===== src/rtl/store_mask_ctrl_if.sv =====
`default_nettype none
// ============================================================================
// Module  : store_mask_ctrl_if
// Brief   : Request/response handshake and word-memory port of store_mask_ctrl.
// Revision: 1.0 - initial release
// ============================================================================
interface store_mask_ctrl_if;
    logic        start;
    logic [1:0]  ct;
    logic [31:0] addr;
    logic [31:0] wdata;
    logic [31:0] mem_rdata;
    logic [31:0] mem_addr;
    logic [31:0] mem_wdata;
    logic        mem_rd;
    logic        mem_wr;
    logic        busy;
    logic        done;
    logic        err;

    modport master (
        output start, ct, addr, wdata, mem_rdata,
        input  mem_addr, mem_wdata, mem_rd, mem_wr, busy, done, err
    );

    modport slave (
        input  start, ct, addr, wdata, mem_rdata,
        output mem_addr, mem_wdata, mem_rd, mem_wr, busy, done, err
    );
endinterface
`default_nettype wire


===== src/rtl/store_mask_ctrl.sv =====
`default_nettype none
// ============================================================================
// Module  : store_mask_ctrl
// Brief   : Word/halfword/byte store engine; partial stores use read-modify-write.
//           Define STORE_ALIGN_CHECK_EN to reject misaligned word/halfword stores.
// Revision: 1.0 - initial release
// ============================================================================
module store_mask_ctrl #(
    parameter int READ_LAT = 1
) (
    input  wire logic         clk,
    input  wire logic         reset_n,
    store_mask_ctrl_if.slave  bus
);

    localparam logic [1:0] c_CT_WORD = 2'd0;
    localparam logic [1:0] c_CT_HALF = 2'd1;
    localparam logic [1:0] c_CT_BYTE = 2'd2;
    localparam logic [1:0] c_CT_RSVD = 2'd3;

    typedef enum logic [2:0] {
        S_IDLE = 3'd0,
        S_RD   = 3'd1,
        S_WAIT = 3'd2,
        S_WR   = 3'd3,
        S_DONE = 3'd4
    } state_t;

    state_t      r_state;
    logic [31:0] r_addr;
    logic [1:0]  r_ct;
    logic [31:0] r_wdata;
    logic [31:0] r_old;
    logic [3:0]  r_cnt;
    logic        r_mem_rd;
    logic        r_mem_wr;
    logic        r_busy;
    logic        r_done;
    logic        r_err;

    logic        w_misaligned;
    logic        w_reject;

`ifdef STORE_ALIGN_CHECK_EN
    assign w_misaligned = ((bus.ct == c_CT_WORD) && (bus.addr[1:0] != 2'b00)) ||
                          ((bus.ct == c_CT_HALF) && bus.addr[0]);
`else
    assign w_misaligned = 1'b0;
`endif

    assign w_reject = (bus.ct == c_CT_RSVD) || w_misaligned;

    // Little-endian lane merge; bits of wd above the lane width are dropped.
    function automatic logic [31:0] f_merge(input logic [1:0]  ct,
                                            input logic [1:0]  lane,
                                            input logic [31:0] old,
                                            input logic [31:0] wd);
        logic [31:0] res;
        res = old;
        case (ct)
            c_CT_HALF: res[{lane[1], 4'b0000} +: 16] = wd[15:0];
            c_CT_BYTE: res[{lane, 3'b000} +: 8]      = wd[7:0];
            default:   res = wd;
        endcase
        return res;
    endfunction

    always_ff @(posedge clk or negedge reset_n) begin
        if (!reset_n) begin
            r_state  <= S_IDLE;
            r_addr   <= '0;
            r_ct     <= '0;
            r_wdata  <= '0;
            r_old    <= '0;
            r_cnt    <= '0;
            r_mem_rd <= 1'b0;
            r_mem_wr <= 1'b0;
            r_busy   <= 1'b0;
            r_done   <= 1'b0;
            r_err    <= 1'b0;
        end else begin
            r_mem_rd <= 1'b0;
            r_mem_wr <= 1'b0;
            r_done   <= 1'b0;
            r_err    <= 1'b0;
            case (r_state)
                S_IDLE: begin
                    if (bus.start) begin
                        r_addr  <= bus.addr;
                        r_ct    <= bus.ct;
                        r_wdata <= bus.wdata;
                        r_busy  <= 1'b1;
                        if (w_reject) begin
                            r_state <= S_DONE;
                            r_done  <= 1'b1;
                            r_err   <= 1'b1;
                        end else if (bus.ct == c_CT_WORD) begin
                            r_state  <= S_WR;
                            r_mem_wr <= 1'b1;
                        end else begin
                            r_state  <= S_RD;
                            r_mem_rd <= 1'b1;
                        end
                    end
                end
                S_RD: begin
                    r_state <= S_WAIT;
                    r_cnt   <= 4'(READ_LAT - 1);
                end
                S_WAIT: begin
                    // Read data is valid in the last WAIT cycle only.
                    if (r_cnt == 4'd0) begin
                        r_old    <= bus.mem_rdata;
                        r_state  <= S_WR;
                        r_mem_wr <= 1'b1;
                    end else begin
                        r_cnt <= r_cnt - 4'd1;
                    end
                end
                S_WR: begin
                    r_state <= S_DONE;
                    r_done  <= 1'b1;
                end
                S_DONE: begin
                    r_state <= S_IDLE;
                    r_busy  <= 1'b0;
                end
                default: begin
                    r_state <= S_IDLE;
                    r_busy  <= 1'b0;
                end
            endcase
        end
    end

    assign bus.mem_addr  = {r_addr[31:2], 2'b00};
    assign bus.mem_wdata = f_merge(r_ct, r_addr[1:0], r_old, r_wdata);
    assign bus.mem_rd    = r_mem_rd;
    assign bus.mem_wr    = r_mem_wr;
    assign bus.busy      = r_busy;
    assign bus.done      = r_done;
    assign bus.err       = r_err;

endmodule
`default_nettype wire

===== src/flat_wrapper.sv =====
// flat-port wrapper written by rule: the top's interface ports become plain ports
module store_mask_ctrl_flat 
#(
    parameter int READ_LAT = 1
)
  (clk, reset_n, bus_start, bus_ct, bus_addr, bus_wdata, bus_mem_rdata, bus_mem_addr, bus_mem_wdata, bus_mem_rd, bus_mem_wr, bus_busy, bus_done, bus_err);
  store_mask_ctrl_if bus_i ();
  input  wire logic clk;
  input  wire logic reset_n;
  input wire logic [$bits(bus_i.start)-1:0] bus_start;
  input wire logic [$bits(bus_i.ct)-1:0] bus_ct;
  input wire logic [$bits(bus_i.addr)-1:0] bus_addr;
  input wire logic [$bits(bus_i.wdata)-1:0] bus_wdata;
  input wire logic [$bits(bus_i.mem_rdata)-1:0] bus_mem_rdata;
  output wire logic [$bits(bus_i.mem_addr)-1:0] bus_mem_addr;
  output wire logic [$bits(bus_i.mem_wdata)-1:0] bus_mem_wdata;
  output wire logic [$bits(bus_i.mem_rd)-1:0] bus_mem_rd;
  output wire logic [$bits(bus_i.mem_wr)-1:0] bus_mem_wr;
  output wire logic [$bits(bus_i.busy)-1:0] bus_busy;
  output wire logic [$bits(bus_i.done)-1:0] bus_done;
  output wire logic [$bits(bus_i.err)-1:0] bus_err;
  assign bus_i.start = bus_start;
  assign bus_i.ct = bus_ct;
  assign bus_i.addr = bus_addr;
  assign bus_i.wdata = bus_wdata;
  assign bus_i.mem_rdata = bus_mem_rdata;
  assign bus_mem_addr = bus_i.mem_addr;
  assign bus_mem_wdata = bus_i.mem_wdata;
  assign bus_mem_rd = bus_i.mem_rd;
  assign bus_mem_wr = bus_i.mem_wr;
  assign bus_busy = bus_i.busy;
  assign bus_done = bus_i.done;
  assign bus_err = bus_i.err;
  store_mask_ctrl #(.READ_LAT(READ_LAT)) u_core (.clk(clk), .reset_n(reset_n), .bus(bus_i));
endmodule

===== config.mk =====
export PLATFORM = sky130hd
export DESIGN_NAME = store_mask_ctrl_flat
export DESIGN_NICKNAME = d
export VERILOG_FILES = /design/src/rtl/store_mask_ctrl_if.sv /design/src/rtl/store_mask_ctrl.sv /design/src/flat_wrapper.sv
export SDC_FILE = /design/constraint.sdc
export NUM_CORES = 1
export LEC_CHECK = 0
export ABC_AREA = 1
export ABC_CLOCK_PERIOD_IN_PS = 3530
export CAP_MARGIN = 40
export CORE_AREA = 3 3 143 103
export CTS_CLUSTER_DIAMETER = 50
export DETAILED_ROUTE_END_ITERATION = 6
export DIE_AREA = 0 0 146 106
export GPL_ROUTABILITY_DRIVEN = 0
export PLACE_DENSITY = 0.75
export SYNTH_ARGS = -nofsm -noshare
export SYNTH_HDL_FRONTEND = slang
export SYNTH_SLANG_ARGS = --single-unit

===== constraint.sdc =====
create_clock -name clk -period 3.53 [get_ports clk]
set_clock_uncertainty 0.15 [all_clocks]
set_input_delay 0.5295 -clock clk [delete_from_list [all_inputs] [get_ports clk]]
set_output_delay 0.5295 -clock clk [all_outputs]
set_load 0.02 [all_outputs]

==> summary.md <==
| Metric | Value |
|---|---|
| Worst-Margin Slew | `between 600 and 700 ps` |
| Antenna diode count | `0` |
| Routed WL | `between 15000 and 20000 um` |
| Metal-1 WL | `roughly 7300 um` |
| CTS Root Cell | `clkbuf_16` |
| Synth top area cells | `dfrtp_1 (46%), nand2_1 (19%), o21ai_0 (5.9%)` |
| Cell total after placement | `between 1000 and 1500` |
| Type of origin of the critical path | `flop` |
| Die ar. | `about 15000 um2` |
| Final Cycle Share | `between 90% and 100%` |
| Met2 WL post-DR | `between 7000 and 8000 um` |
| Initial antenna violation count | `0` |
| Share of post-route cells with drive strength above 1 | `between 4 and 5%` |
| Clk buf depth | `2` |
| Overall routing resource usage | `approximately a fifth` |
| Max cap viols | `0` |
| Residual DRC count | `0` |
| RR Startpoint | `u_core.r_state[2]` |
| Vias in the first global route | `between 5000 and 6000` |
| Mapped cell area | `roughly 6000 um2` |
| WL met3 | `1560 um` |
| Total iterations of the first detailed-routing run | `5` |
| Critical R2R Capture | `u_core.r_addr[1]` |
| Yosys top cell area share | `a little under half` |
| Leading area contributor after synthesis | `dfrtp_1` |
| Layout area overhead | `31.3%` |
| Fin cells | `~1100` |
| TritonCTS clock tree | `built` |
| Vias per std cell | `between 4 and 5` |
| Post-synth cell types | `27` |
| VDD IR max | `around 0.59 mV` |
| Port bufs | `between 150 and 200` |
| Antenna viol nets, final | `0` |
| Max Used Layer | `met4` |
| Post-route cell area | `~8000 um2` |
| Core area | `about 13000 um2` |
| Vias post-DR | `~5500` |
| P_leak | `~4.1 nW` |
| Die W | `146 um` |
| Hold Fails Final Rpt | `0` |
| Area of the multi-input gates | `approximately 2500 um2` |
| Routed len/inst | `roughly 14 um` |
| Ys Warns | `0` |
| Final net count | `1067` |
| Row Count | `35` |
| Critical path arrival | `between 2000 and 3000 ps` |
| R2R depth | `5` |
| Boundary pin count | `170` |
| HPWL Detailed | `around 12000 um` |
| FF/Latch Area | `2750 um2` |
| GRT Residual Overflow | `0` |
| Maximum fanout along the worst path | `8` |
| # setup viols final | `0` |
| Hold Path Class | `input port to asynchronous set/reset pin` |
| Outcome | `complete, no violations` |
| Critical Path RT | `approximately 2900 ps` |
| Sequential share of the synthesized area | `45.7%` |
| Clk pin slew, worst setup/hold paths | `about 80 ps` |
| Starting density of the core | `roughly 45%` |
| CTS Buf Count | `9` |
| Detailed Route Iter0 Violations | `around 390` |
| Skew-Pair Late Insertion Delay | `about 360 ps` |
| Critical path class | `flop to output port` |
| RSZ-0062 raised after global routing | `yes` |
| Flop-to-flop setup slack | `1650 ps` |
| F_max | `approximately 290 MHz` |
| Max_slew headroom | `a little over half` |
| Crit. End Element | `output port` |
| Largest net degree at the start of global routing | `approximately 110` |
| Placement-stage cell area | `between 7000 and 8000 um2` |
| H-tree levels | `3` |
| Post-synthesis register bit count | `110` |
| Launch point of the worst path | `u_core.r_addr[1]` |
| Synth Instances | `~840` |
| Die Height | `roughly 110 um` |
| Synth Area per Inst | `around 7 um2` |
| CTS sink count | `110` |
| Final min period | `roughly 3500 ps` |
| Slew Limit Fails | `0` |
| Fillers | `1228` |
| First-pass GRT wire length | `approximately 26000 um` |
| Power Density | `~1100 nW/um2` |
## worst max-delay path, cell delays in order (launching register included)
cell and delay (ps):
dfrtp_2 460, inv_1 120, ha_1 330, nor2_1 420, nand3_1 140, nand2_1 80
nand2_1 40, a21oi_1 200, clkdlybuf4s50_1 650
## state kept, by name, indices dropped and copies added (netlist names)
| signal | count |
|---|---|
| u_core.r_state | 3 |
| u_core.r_wdata | 32 |
| u_core.r_cnt | 4 |
| u_core.r_old | 32 |
| u_core.bus.done | 1 |
| u_core.r_ct | 2 |
| u_core.r_addr | 32 |
| u_core.bus.err | 1 |
| u_core.bus.busy | 1 |
| u_core.bus.mem_wr | 1 |
| u_core.bus.mem_rd | 1 |
## cells by family (layout without fill, tap and decap cells)
group / after synthesis / count (layout) / share of synthesized area, %
buffers and inverters: 168 / 292 / 13.4
other: 1 / 2 / 0.0623
XOR/XNOR: 1 / 1 / 0.146
AO/OA/AOI/OAI: 115 / 115 / 9.69
flip-flops: 110 / 110 / 45.7
AND/OR/NAND/NOR: 430 / 431 / 28.9
adder cells (fa/ha/maj): 10 / 10 / 2.08
## where the power goes
group	switching [mW]	internal (mW)	total (mW)
Sequential	0.446	1.86	2.31
Clock	0.492	0.492	0.985
Combinational	3.04	2.01	5.04
## through the flow
step | power (mW) | hold slack, ps | setup TNS, ps | utilization (%) | worst slack, ps
after global routing | 9.02 | 143 | -594 | 59.6 | -85.0
final | 8.33 | 98.8 | 0 | 59.6 | 44.6
after floorplan | 5.49 | 83.9 | 0 | - | 1060
after detailed placement | 7.34 | 309 | 0 | 57.3 | 476
after CTS | 8.35 | 134 | 0 | 59.4 | 40.7
after global placement | 7.29 | 306 | 0 | 57.3 | 491
## Yosys cell counts
master    count
nand2_1     300
dfrtp_1     110
inv_1        92
o21ai_0      71
nor2_1       60
nand3_1      59
buf_4        39
a21oi_1      34
buf_2        21
ha_1         10
o21ai_1       6
clkbuf_2      5
clkbuf_1      4
buf_1         3
inv_2         3
nand2_2       3
nor2_4        3
o22ai_1       3
clkinv_1      1
conb_1        1
nand3_2       1
nand4_1       1
nor2_2        1
nor3_1        1
nor3_2        1
o21ai_2       1
xor2_1        1
## how the worst max path moves through the flow
stage / endpoint / slack (ps) / cells past startpoint
global placement: bus_mem_wdata[31] / 490 / 8
CTS: bus_mem_wdata[22] / 40 / 9
detailed placement: bus_mem_wdata[22] / 480 / 9
global route: bus_mem_wdata[31] / -80 / 8
finish: bus_mem_wdata[31] / 40 / 8
floorplan: bus_mem_wdata[24] / 1060 / 8
## metal layers
layer,up-vias,global-route usage [%]
met5,-,0
met1,2552,28.8
met4,0,4.23
met3,13,7.50
li1,2788,-
met2,193,32.0
## cell type report
type / instances / share of cell area, %
sequential: 110 / 34.8
clock buffer: 10 / 2.90
tap: 185 / 2.93
timing repair buffer: 180 / 22.7
clock inverter: 6 / 0.681
inverter: 96 / 4.56
multi-input combinational: 559 / 31.4
## layout by cell type (no fill, tap or decap)
cell,count
inv_6,2
o21ai_2,1
conb_1,2
o21ai_0,71
nand2_1,300
nor2_1,60
dfrtp_1,109
nand2_2,3
inv_1,92
clkinv_1,1
buf_12,2
nor3_1,1
nor2_2,1
clkinvlp_4,1
clkbuf_16,9
inv_8,1
clkdlybuf4s50_1,165
clkinv_4,2
nor3_2,1
dfrtp_2,1
buf_4,12
nand4_1,1
dlymetal6s2s_1,1
nor2_4,4
xor2_1,1
a21oi_1,34
o21ai_1,6
o22ai_1,3
clkbuf_1,1
ha_1,10
nand3_1,59
nand3_4,1
inv_2,3
## what timing repair did
item | CTS | global route
setup endpoints to repair | 0 | 24
buffers inserted | 0 | 0
hold buffers | 0 | 0
gates resized for setup | 0 | 3
No activity file was read; power rests on OpenSTA's default activity.
